[src/rtl/downlink_tx_arbiter.sv]
// downlink_tx_arbiter: two-channel packet arbiter/framer feeding the 10-bit downlink serializer.
// Define ARB_FIXED_PRIO_EN to give channel 0 fixed priority instead of round-robin.
module downlink_tx_arbiter #(
  parameter int MAX_LEN = 256,
  parameter logic [9:0] IDLE_CODE = 10'b00000_11111,
  parameter logic [8:0] HDR_BASE = 9'b11000_0000,
  parameter logic [9:0] TRAILER = 10'b11100_00111
) (
  input  logic       CLK_10MHZ,
  input  logic       Rst,
  input  logic       LinkUp,
  input  logic       Req0,
  input  logic       Req1,
  input  logic [9:0] Din0,
  input  logic [9:0] Din1,
  input  logic       DinEn0,
  input  logic       DinEn1,
  input  logic       DinLast0,
  input  logic       DinLast1,
  output logic       Grant0,
  output logic       Grant1,
  output logic [9:0] DownSig_Din,
  output logic       DataInEn,
  output logic       Busy,
  output logic       TruncErr
);
  localparam int CW = $clog2(MAX_LEN);
  localparam logic [1:0] S_IDLE = 2'd0, S_HEADER = 2'd1, S_PAYLOAD = 2'd2, S_TRAILER = 2'd3;
  logic [1:0] state, state_nx;
  logic [CW-1:0] cnt;
  logic last_ch, win, any_req, acc, fin, cut;
  logic [9:0] din;
  // Grant1 doubles as the owner select; it is only consulted while in PAYLOAD
  always_comb begin
    any_req = Req0 || Req1;
`ifdef ARB_FIXED_PRIO_EN
    win = !Req0;
`else
    win = (Req0 && Req1) ? !last_ch : Req1;
`endif
    acc = (state == S_PAYLOAD) && (Grant1 ? DinEn1 : DinEn0);
    din = Grant1 ? Din1 : Din0;
    fin = acc && (Grant1 ? DinLast1 : DinLast0);
    cut = acc && (cnt == CW'(MAX_LEN - 1));
    state_nx = (state == S_IDLE)    ? (any_req ? S_HEADER : S_IDLE) :
               (state == S_HEADER)  ? S_PAYLOAD :
               (state == S_PAYLOAD) ? ((fin || cut) ? S_TRAILER : S_PAYLOAD) :
                                      S_IDLE;
  end
  always_ff @(posedge CLK_10MHZ) begin
    if (Rst) begin
      state       <= S_IDLE;
      cnt         <= '0;
      last_ch     <= 1'b1;
      Grant0      <= 1'b0;
      Grant1      <= 1'b0;
      DownSig_Din <= '0;
      DataInEn    <= 1'b0;
      Busy        <= 1'b0;
      TruncErr    <= 1'b0;
    end else if (!LinkUp) begin
      state       <= S_IDLE;
      cnt         <= '0;
      Grant0      <= 1'b0;
      Grant1      <= 1'b0;
      DownSig_Din <= IDLE_CODE;
      DataInEn    <= 1'b0;
      Busy        <= 1'b0;
      TruncErr    <= 1'b0;
    end else begin
      state    <= state_nx;
      Busy     <= state_nx != S_IDLE;
      TruncErr <= cut && !fin;
      case (state)
        S_IDLE: begin
          DownSig_Din <= any_req ? {HDR_BASE, win} : IDLE_CODE;
          DataInEn    <= any_req;
          if (any_req) begin
            last_ch <= win;
            Grant0  <= !win;
            Grant1  <= win;
          end
        end
        S_HEADER: begin
          DownSig_Din <= IDLE_CODE;
          DataInEn    <= 1'b0;
        end
        S_PAYLOAD: begin
          DownSig_Din <= acc ? din : IDLE_CODE;
          DataInEn    <= acc;
          if (acc && !cut) cnt <= cnt + CW'(1);
          if (fin || cut) begin
            Grant0 <= 1'b0;
            Grant1 <= 1'b0;
          end
        end
        default: begin
          DownSig_Din <= TRAILER;
          DataInEn    <= 1'b1;
          cnt         <= '0;
        end
      endcase
    end
  end
endmodule

[config.mk]
export PLATFORM = sky130hd
export DESIGN_NAME = downlink_tx_arbiter
export DESIGN_NICKNAME = d
export VERILOG_FILES = /design/src/rtl/downlink_tx_arbiter.sv
export SDC_FILE = /design/constraint.sdc
export NUM_CORES = 1
export LEC_CHECK = 0
export ABC_AREA = 1
export CAP_MARGIN = 10
export CORE_ASPECT_RATIO = 1.25
export CORE_MARGIN = 4
export CORE_UTILIZATION = 46
export DETAILED_ROUTE_END_ITERATION = 10
export MAX_ROUTING_LAYER = met4
export PLACE_DENSITY = 0.82
export SLEW_MARGIN = 10
export SYNTH_ARGS = -nofsm -noshare
export SYNTH_HDL_FRONTEND = slang
export SYNTH_SLANG_ARGS = --single-unit
[constraint.sdc]
create_clock -name CLK_10MHZ -period 1.9 [get_ports CLK_10MHZ]
set_input_delay 0.57 -clock CLK_10MHZ [delete_from_list [all_inputs] [get_ports CLK_10MHZ]]
set_output_delay 0.57 -clock CLK_10MHZ [all_outputs]
set_load 0.005 [all_outputs]
==> results by group <==
Synthesis
  – Synth warnings: 0
  – Largest family of logic cells by synthesized area: simple AND/OR/NAND/NOR gates
  – Post-synthesis mux area share: 0%
  – Yosys reg bits: 26
  – Syn Area/Cell: between 6 and 7 sq um
  – Post-synthesis compound-gate area fraction: 13.04%
  – Post-synthesis sequential area ratio: 37.68%
  – Post-synthesis adder-cell area fraction: 4.529%
  – Post-Synth Simple-Gate Area: 35.60%
  – Synthesized area: 0.001381 sq mm
  – Yosys cell types: 22
  – Cells after Synth: 203
  – Syn Nets: around 240
  – Xor/xnor share of the synthesized area: 1.268%

Drt
  – Via density: 4.816
  – DRT antenna net count: 0
  – Drt first pass iters: 4
  – Via count: approximately 1,400
  – DRT Wirelength: ~3400 um
  – Iteration-0 DRC Markers: 39
  – Drt wl/cell: 11.66 um
  – Drt drc: 0

Worst hold path
  – Hold depth: 2
  – HP Class: register to register

Timing
  – Final hold vios: 0
  – Rel. slew slack: 75.60%
  – Crit share post-route: 91.54%
  – Fin Setup TNS: 0 ps
  – Max Slew Vio Count: 0
  – Setup violations, final: 0
  – Hold Slack: around 500 ps
  – Clk_skew: 9.024 ps
  – RSZ-0062 raised after global routing: no
  – Final Critical Period: 1739 ps
  – Fmax achieved: 0.5750 GHz
  – Worst slew pin tran: approximately 370 ps

Layout
  – Area grow syn2layout: 39.76%
  – Most frequent cells in the layout: 57 x nand2_1, 43 x clkdlybuf4s50_1, 26 x dfxtp_1
  – Ant diodes: 0
  – Fraction of layout cells with a size suffix above 1: around 11%
  – Fin area: 0.001931 sq mm
  – # nets final: 289
  – Fin cells: 288
  – Commonest non-fill, non-tap cell in the layout: nand2_1

Clock tree
  – Clk buf depth: 2
  – Clk sinks: 26
  – Root buf cell: clkbuf_4
  – CTS Buf Count: 3
  – Setup bufs post-CTS: 0
  – CTS tree: done
  – H-tree depth: 1
  – Worst-path clk slew: 150 ps
  – Clk_lat worst skew: 330 ps

Place
  – Detailed-placement wirelength estimate: 2768 um
  – PortBufs: 43
  – Placer Congestion: 0.9088
  – Placed insts: 284
  – Placed inst area: around 0.0019 sq mm

Status
  – Status: completed

Critical path
  – Worst path max stage delay: 500 ps
  – CP Max Fanout: 2
  – Worst Path Arrival: 1170 ps
  – Buf/Inv on CP: 1
  – Worst endpoint required time: 1330 ps
  – WS Path Type: register to output port
  – CP max-delay cell: clkdlybuf4s50_1
  – Worst-path cell chain: clkdlybuf4s50_1
  – CP Depth: 1
  – Worst setup EP type: output port
  – Crit start category: register
  – Top delay family on crit path: buffers and inverters
  – R2R depth: 8

Die
  – Die Wd: roughly 57 um
  – IO Pins: 44
  – Site row count: 21
  – Die Y: 69.27 um
  – Initial Util: 49.60%
  – Core area: 0.002785 sq mm
  – Die Area: 0.003949 sq mm

Power and ir drop
  – Pwr Total: 0.001098 W
  – Pleak: 0.7901 nW
  – Pwr dens: 568.5 mW/mm^2
  – Worst VDD drop: approximately 420 uV

Global route
  – First-pass GRT wire length: 5837 um
  – Number of global-route vias before repair: between 1,000 and 1,500
  – Initial antenna violation count: 0
  – GRT overflow: 0
  – Largest net degree at the start of global routing: 15
  – GRT Total Usage: a little under a fifth

Job
  – MaxCap Viol Count: 0
==> layout make-up <==
type / instances / area [sq um]
Fill cell: 281 / 854.6
Sequential cell: 26 / 520.5
Tap cell: 34 / 42.54
Clock buffer: 4 / 36.28
Timing Repair Buffer: 52 / 498.0
Multi-Input combinational cell: 151 / 754.5
Inverter: 21 / 78.83
==> layer usage <==
| metal | vias to the layer above | GRT usage [%] | part of all wire [%] |
|---|---|---|---|
| met5 | - | - | 0 |
| met3 | 8 | 2.235 | 2.7 |
| met1 | 607 | 21.32 | 43 |
| met2 | 26 | 31.77 | 53 |
| li1 | 746 | - | - |
| met4 | 0 | 6.701 | 1.6 |
==> path summary, 6_finish.rpt <==
path,startpoint,slack [ps],to
worst max-delay path,Grant0$_SDFFE_PP0P_,160,Grant0
worst max register to register,state[0]$_SDFF_PP0_,310,cnt[6]$_SDFFE_PP0P_
worst min-delay path,last_ch$_SDFFE_PP1P_,500,last_ch$_SDFFE_PP1P_
worst min register to register,last_ch$_SDFFE_PP1P_,500,last_ch$_SDFFE_PP1P_
==> state kept, by name (all words and copies together), names as in the netlist <==
register,flops
Grant1,1
state,2
TruncErr,1
DownSig_Din,10
DataInEn,1
Busy,1
cnt,8
last_ch,1
Grant0,1
==> synth_stat cells <==
| library cell | instances | share of area, % |
|---|---|---|
| nor2_1 | 25 | 6.8 |
| dfxtp_1 | 26 | 38 |
| inv_1 | 20 | 5.4 |
| nand2_1 | 57 | 15 |
| nor2_4 | 3 | 2.4 |
| a31oi_1 | 2 | 0.91 |
| buf_4 | 2 | 1.1 |
| ha_1 | 5 | 4.5 |
| nand4_1 | 1 | 0.45 |
| xnor2_1 | 1 | 0.63 |
| nand2_2 | 4 | 1.8 |
| o21bai_1 | 1 | 0.54 |
| o21ai_0 | 9 | 3.3 |
| a21oi_1 | 23 | 8.3 |
| nand3_1 | 13 | 4.7 |
| inv_2 | 1 | 0.27 |
| nand3_4 | 1 | 1.3 |
| nand2_4 | 1 | 0.82 |
| nor2_2 | 1 | 0.45 |
| xor2_1 | 1 | 0.63 |
| or2_2 | 3 | 1.4 |
| buf_2 | 3 | 1.1 |
==> stage by stage <==
stage / setup WS (ps) / util (%)
2_1_floorplan: 453.8 / -
6_report: 160.8 / 69.32
4_1_cts: 144.2 / 69.23
3_5_place_dp: -76.18 / 67.92
3_3_place_gp: -47.34 / 67.92
5_1_grt: 98.30 / 69.32
==> kinds of logic after synthesis <==
logic type,Yosys count
and+or+nand+nor,109
adders and majority gates,5
AOI/OAI and AO/OA,35
xor gates and xnor gates,2
DFF,26
buffers and inverters,26
==> power by group <==
group	leakage, nW	internal, W	switching [W]
clock network	0.0210	0.000117	0.000168
logic	0.557	0.000130	0.000108
registers	0.213	0.000567	0.00000738
total	0.790	0.000815	0.000283
==> what timing repair did <==
item                                    CTS  global route
hold buffers                              0             0
resized for setup                         0             1
endpoints found under the setup margin    0             1
Power figures use the tool's default switching activity.
